File: src/rtl/ride_mode_controller.sv
// ride_mode_controller
//   Top-level mode sequencer for a bike-computer display. Raw buttons and the
//   wheel sensor are synchronised and debounced. A HOME/RIDE/PAUSED/SUMMARY
//   state machine is driven from their rising-edge events. The page shown on
//   the VGA display only changes at a vertical-sync falling edge, so a frame
//   is never drawn half in one page and half in another.
//
// Ports
//   clk          in   system clock (only clock)
//   reset        in   synchronous, active-low reset
//   start_btn    in   raw start/resume button, high = pressed (asynchronous)
//   stop_btn     in   raw stop button, high = pressed (asynchronous)
//   revolution   in   raw wheel sensor, high = magnet present (asynchronous)
//   vsync        in   clk-domain vertical sync, active-low pulse
//   page_sel     out  page to render: 0 HOME, 1 RIDE, 2 PAUSED, 3 SUMMARY
//   counter_clr  out  one-cycle clear to the ride statistics counter
//   counter_en   out  time-accumulation enable, high while in RIDE
//   rev_pulse    out  one-cycle debounced, gated revolution event
//   dbg_state    out  current state register, for observation only
//
// Handshake note: there is no valid/ready traffic here. Every event is a
// single-cycle pulse. It is consumed in the cycle it is high, and nothing
// acknowledges it.

module ride_mode_controller #(
    parameter int DEBOUNCE_CYCLES = 1000000,
    parameter int IDLE_TIMEOUT    = 300000000
) (
    input  logic       clk,
    input  logic       reset,
    input  logic       start_btn,
    input  logic       stop_btn,
    input  logic       revolution,
    input  logic       vsync,
    output logic [1:0] page_sel,
    output logic       counter_clr,
    output logic       counter_en,
    output logic       rev_pulse,
    output logic [1:0] dbg_state
);

    // Input lanes: 0 = start, 1 = stop, 2 = revolution.
    localparam int NUM_IN = 3;

    // The debounce counter only needs to reach DEBOUNCE_CYCLES-1.
    localparam int CNT_W  = (DEBOUNCE_CYCLES > 1) ? $clog2(DEBOUNCE_CYCLES) : 1;
    localparam int IDLE_W = $clog2(IDLE_TIMEOUT + 1);

    localparam logic [CNT_W-1:0]  DB_MAX    = CNT_W'(DEBOUNCE_CYCLES - 1);
    localparam logic [IDLE_W-1:0] IDLE_LAST = IDLE_W'(IDLE_TIMEOUT - 1);
    localparam logic [IDLE_W-1:0] IDLE_SAT  = IDLE_W'(IDLE_TIMEOUT);

    typedef enum logic [1:0] {
        HOME    = 2'd0,
        RIDE    = 2'd1,
        PAUSED  = 2'd2,
        SUMMARY = 2'd3
    } state_t;

    logic [NUM_IN-1:0]             raw_in;
    logic [NUM_IN-1:0]             sync1_q, sync1_d;
    logic [NUM_IN-1:0]             sync2_q, sync2_d;
    logic [NUM_IN-1:0]             level_q, level_d;
    logic [NUM_IN-1:0]             evt_q, evt_d;
    logic [NUM_IN-1:0][CNT_W-1:0]  db_cnt_q, db_cnt_d;

    state_t                        state_q, state_d;
    logic [IDLE_W-1:0]             idle_q, idle_d;
    logic                          clr_q, clr_d;
    logic                          rev_pulse_q, rev_pulse_d;
    logic [1:0]                    page_q, page_d;
    logic                          vsync_prev_q, vsync_prev_d;

    logic                          start_evt, stop_evt, rev_evt;

    assign raw_in    = {revolution, stop_btn, start_btn};
    assign start_evt = evt_q[0];
    assign stop_evt  = evt_q[1];
    assign rev_evt   = evt_q[2];

    // Synchronise and debounce each input.
    // The accepted level flips only after the synchronised value has
    // disagreed with it on DEBOUNCE_CYCLES consecutive clocks. One agreeing
    // clock restarts the count.
    always_comb begin
        sync1_d  = raw_in;
        sync2_d  = sync1_q;
        level_d  = level_q;
        evt_d    = '0;
        db_cnt_d = db_cnt_q;
        for (int i = 0; i < NUM_IN; i++) begin
            if (sync2_q[i] != level_q[i]) begin
                if (db_cnt_q[i] == DB_MAX) begin
                    level_d[i]  = sync2_q[i];
                    db_cnt_d[i] = '0;
                    // Only the rising edge of the accepted level is an event.
                    evt_d[i]    = sync2_q[i];
                end else begin
                    db_cnt_d[i] = db_cnt_q[i] + 1'b1;
                end
            end else begin
                db_cnt_d[i] = '0;
            end
        end
    end

    // Next state, the registered pulse outputs, and the idle counter.
    always_comb begin
        state_d     = state_q;
        clr_d       = 1'b0;
        rev_pulse_d = 1'b0;
        idle_d      = idle_q;

        case (state_q)
            HOME: begin
                // Stop has no meaning here and is ignored.
                if (start_evt) begin
                    state_d = RIDE;
                    clr_d   = 1'b1;
                end
            end
            RIDE: begin
                rev_pulse_d = rev_evt;
                if (stop_evt) begin
                    state_d = SUMMARY;
                end else if (!rev_evt && idle_q == IDLE_LAST) begin
                    // A revolution in the final idle clock counts as activity.
                    state_d = PAUSED;
                end
            end
            PAUSED: begin
                // Stop wins over start or revolution. A revolution that
                // resumes the ride is passed on as a pulse.
                if (stop_evt) begin
                    state_d = SUMMARY;
                end else if (start_evt || rev_evt) begin
                    state_d     = RIDE;
                    rev_pulse_d = rev_evt;
                end
            end
            SUMMARY: begin
                if (start_evt) begin
                    state_d = HOME;
                end
            end
            default: state_d = HOME;
        endcase

        if (state_q == RIDE && idle_q != IDLE_SAT) begin
            idle_d = idle_q + 1'b1;
        end
        if (rev_evt || (state_d == RIDE && state_q != RIDE)) begin
            idle_d = '0;
        end
    end

    // The page register loads only in the cycle after vsync falls.
    always_comb begin
        page_d       = page_q;
        vsync_prev_d = vsync;
        if (vsync_prev_q && !vsync) begin
            page_d = state_q;
        end
    end

    always_ff @(posedge clk) begin
        if (!reset) begin
            sync1_q      <= '0;
            sync2_q      <= '0;
            level_q      <= '0;
            evt_q        <= '0;
            db_cnt_q     <= '0;
            state_q      <= HOME;
            idle_q       <= '0;
            clr_q        <= 1'b0;
            rev_pulse_q  <= 1'b0;
            page_q       <= 2'd0;
            vsync_prev_q <= 1'b0;
        end else begin
            sync1_q      <= sync1_d;
            sync2_q      <= sync2_d;
            level_q      <= level_d;
            evt_q        <= evt_d;
            db_cnt_q     <= db_cnt_d;
            state_q      <= state_d;
            idle_q       <= idle_d;
            clr_q        <= clr_d;
            rev_pulse_q  <= rev_pulse_d;
            page_q       <= page_d;
            vsync_prev_q <= vsync_prev_d;
        end
    end

    // counter_en is decoded straight from the state register.
    // It therefore tracks the state with no extra lag.
    assign counter_en  = (state_q == RIDE);
    assign counter_clr = clr_q;
    assign rev_pulse   = rev_pulse_q;
    assign page_sel    = page_q;
    assign dbg_state   = state_q;

endmodule

File: config.mk
export PLATFORM = sky130hd
export DESIGN_NAME = ride_mode_controller
export DESIGN_NICKNAME = d
export VERILOG_FILES = /design/src/rtl/ride_mode_controller.sv
export SDC_FILE = /design/constraint.sdc
export NUM_CORES = 1
export LEC_CHECK = 0
export CORE_MARGIN = 2
export CORE_UTILIZATION = 35
export DETAILED_ROUTE_END_ITERATION = 16
export PLACE_DENSITY = 0.52
export SLEW_MARGIN = 0
export SYNTH_ARGS = -nofsm -noshare
export SYNTH_HDL_FRONTEND = slang
export SYNTH_SLANG_ARGS = --single-unit
File: constraint.sdc
create_clock -name clk -period 2.4 [get_ports clk]
set_clock_uncertainty 0.2 [all_clocks]
set_input_delay 0.48 -clock clk [delete_from_list [all_inputs] [get_ports clk]]
set_output_delay 0.48 -clock clk [all_outputs]
set_load 0.005 [all_outputs]
==> results by group <==
Run status
  • Status: completed

Worst setup path
  • Critical path depth: 4
  • FF-to-FF setup slack: about 130 ps
  • Reg2reg end: idle_q[1]$_SDFFE_PP0P_
  • Delay of the slowest critical-path stage: 530 ps
  • Crit path required time: between 2000 and 2500 ps
  • Reg-to-Reg Start: idle_q[9]$_SDFFE_PP0P_
  • Worst path most repeated cell: or4b_1
  • CP max FO: 4
  • CP Capture Type: flip-flop
  • Buffers plus inverters on the worst setup path: 0
  • Crit path launch type: flip-flop
  • Critical path endpoint: idle_q[1]$_SDFFE_PP0P_
  • R2R cell count: 4
  • CP top delay family: simple AND/OR/NAND/NOR gates
  • Critical path arrival: between 2000 and 2500 ps
  • Critical Path Start: idle_q[9]$_SDFFE_PP0P_
  • Setup CP Type: reg -> reg
  • CP Cell Sequence: or4b_1, or2_1, or4b_1, a311oi_1
  • Worst path slowest cell: or4b_1

GRT
  • Aggregate global-route resource usage: 0.144
  • Vias in the first global route: approximately 4000
  • Pin count of the biggest net entering global routing: 30
  • Initial antenna violation count: 0
  • GR Overflow Total: 0
  • Global-route wire length before repair: about 19000 um

Die
  • Initial Util: 0.354
  • Die area: approximately 16000 um2
  • Die Wd: 125 um
  • Area of the core: 14400 um2
  • Row cnt: 44
  • I/O pin count: 13
  • Die Height: 125 um

Yosys
  • Synthesized area per cell: 8.55 um2
  • Synth warn: 0
  • Unique masters post-synth: 48
  • Async SR Flop Fraction: 0
  • Synthesized flop and latch total: about 110
  • Mapped Cells: around 600
  • Seq/Total Area, Yosys: 0.425
  • Syn Nets: about 610
  • Ys flop type: dfxtp_1
  • Synth Cell Area: 5080 um2
  • Post-synth EDFFs: 0

Run
  • Max cap viols: 0

CTS
  • Resized Gates After CTS: 0
  • Clock latency on the worst-skew pair: ~350 ps
  • Root buf cell: clkbuf_16
  • CTS Buf Count: 9
  • Clock sink count: between 100 and 150
  • H-tree lvl count: 3
  • Longest Clk Path Bufs: 2
  • Setup bufs post-CTS: 0
  • Hold Buf Count CTS: 0
  • Clk slew on worst S/H paths: approximately 70 ps
  • CTS tree: built

Worst hold path
  • Hold Path Class: reg -> reg

STA
  • Slew Viols, Final: 0
  • Final Hold Vio Count: 0
  • Worst-margin pin slew: a little over 400 ps
  • Tcrit/Tclk final: 0.947
  • Relative slew slack: 0.724
  • Final setup vio count: 0
  • Crit path time final: roughly 2300 ps
  • Fmax: between 0.4 and 0.5 GHz

Drt
  • Vias per inst: 5.31
  • Vias: 4286
  • Post-route ant nets: 0
  • Pre-antenna DRT Iters: 4
  • Total Wirelength: roughly 11000 um
  • Routed length per instance: 13.3 um
  • Iter 0 DRT Violations: just under 200
  • Drt drc: 0

Placed design
  • Final RePlAce weighted congestion: 0.787
  • Dpl hpwl: around 7500 um
  • PortBufs: 12

Layout
  • # diodes: 0
  • Commonest non-fill, non-tap cell in the layout: dfxtp_1
  • Synth-to-Final Area Change: 16.3%
  • Most frequent cells in the layout: dfxtp_1 (103), nor2_1 (57), nand2_1 (33)
  • Number of fill cells: ~1400
  • Layout cell share with drive strength beyond 1: 0.101
  • Fin util: 0.412
  • Fin nets: about 630

Power
  • Peak supply drop: 471 uV
  • Tot Pwr: between 3 and 4 mW
  • Leakage: approximately 1.8 nW
  • Pwr dens: ~580 nW/um2
==> Yosys cell counts (all sizes together) (3+ instances only) <==
| cell type | count | share of area |
|---|---|---|
| a211oi | 15 | 0.022 |
| a21oi | 27 | 0.027 |
| and2 | 11 | 0.014 |
| and3 | 6 | 0.0074 |
| and4 | 4 | 0.0069 |
| buf | 3 | 0.0042 |
| clkbuf | 26 | 0.019 |
| dfxtp | 108 | 0.43 |
| ha | 10 | 0.025 |
| inv | 28 | 0.021 |
| nand2 | 33 | 0.024 |
| nand2b | 4 | 0.0049 |
| nand3 | 31 | 0.031 |
| nand4 | 25 | 0.034 |
| nor2 | 57 | 0.042 |
| nor3 | 19 | 0.019 |
| nor4 | 15 | 0.018 |
| nor4b | 5 | 0.0086 |
| o21a | 3 | 0.0044 |
| o21ai | 23 | 0.023 |
| o31ai | 17 | 0.025 |
| or2 | 4 | 0.0049 |
| or3 | 26 | 0.032 |
| or4 | 22 | 0.032 |
| or4b | 6 | 0.012 |
| xnor2 | 25 | 0.043 |
| xor2 | 22 | 0.038 |
==> cell type report <==
cell class / count / area, um2 / area share
Clock inverter: 6 / 81.3 / 0.0137
Tap cell: 184 / 230 / 0.0389
Clock buffer: 10 / 239 / 0.0404
Multi-Input combinational cell: 430 / 2730 / 0.461
Sequential cell: 108 / 2170 / 0.367
Inverter: 28 / 105 / 0.0178
Timing Repair Buffer: 41 / 365 / 0.0618
==> stage by stage <==
stage	instances	hold WS (ps)	TNS (ps)	instance area (um2)	worst slack [ps]
detailed placement	791	222	0	5570	40.4
finish	807	237	0	5920	127
CTS	807	242	0	5890	38.7
floorplan	595	212	0	5090	40.6
global route	807	257	-12.2	5920	-12.2
global placement	791	216	0	5570	72.6
==> metal layers <==
metal,wire [um],part of all wire,global-route usage
met5,0,0,0
met4,114,0.011,0.0377
met3,334,0.031,0.0404
met2,4900,0.46,0.239
met1,5390,0.50,0.184
==> how the worst min path moves through the flow <==
stage / depth (start not counted) / end / slack (ps) / from
after floorplan: 1 / sync2_q[0]$_SDFF_PN0_ / 210 / sync1_q[0]$_SDFF_PN0_
after global routing: 1 / sync2_q[1]$_SDFF_PN0_ / 260 / sync1_q[1]$_SDFF_PN0_
after detailed placement: 1 / sync2_q[0]$_SDFF_PN0_ / 220 / sync1_q[0]$_SDFF_PN0_
after CTS: 1 / sync2_q[2]$_SDFF_PN0_ / 240 / sync1_q[2]$_SDFF_PN0_
after global placement: 1 / sync2_q[0]$_SDFF_PN0_ / 220 / sync1_q[0]$_SDFF_PN0_
final: 1 / sync2_q[2]$_SDFF_PN0_ / 240 / sync1_q[2]$_SDFF_PN0_
==> worst reg2reg max path: cells and delay by family (launching register included) <==
kind / cells / cell delay [ps]
compound gates: 1 / 280
simple gates: 3 / 1270
flops: 1 / 440
==> registers in the layout, indices dropped and copies added (netlist names), 2 cells and up <==
name       count
db_cnt_q      60
sync1_q        3
level_q        3
idle_q        29
dbg_state      2
evt_q          3
sync2_q        3
page_sel       2
==> report_power, final <==
group          total, mW  internal [mW]  switching (mW)
Combinational     0.0499         0.0213          0.0286
Clock               1.57          0.859           0.712
Sequential          1.80           1.80         0.00384
Total               3.42           2.68           0.745
==> kinds of logic after synthesis <==
| logic type | Yosys count | share of synthesized area |
|---|---|---|
| adder cells (fa/ha/maj) | 10 | 0.0246 |
| XOR/XNOR | 47 | 0.0810 |
| multiplexers | 2 | 0.00394 |
| AND/OR/NAND/NOR | 271 | 0.295 |
| flip-flops | 108 | 0.425 |
| buffers and inverters | 57 | 0.0440 |
| AO/OA/AOI/OAI | 100 | 0.126 |
(Power assumes the default switching activity.)
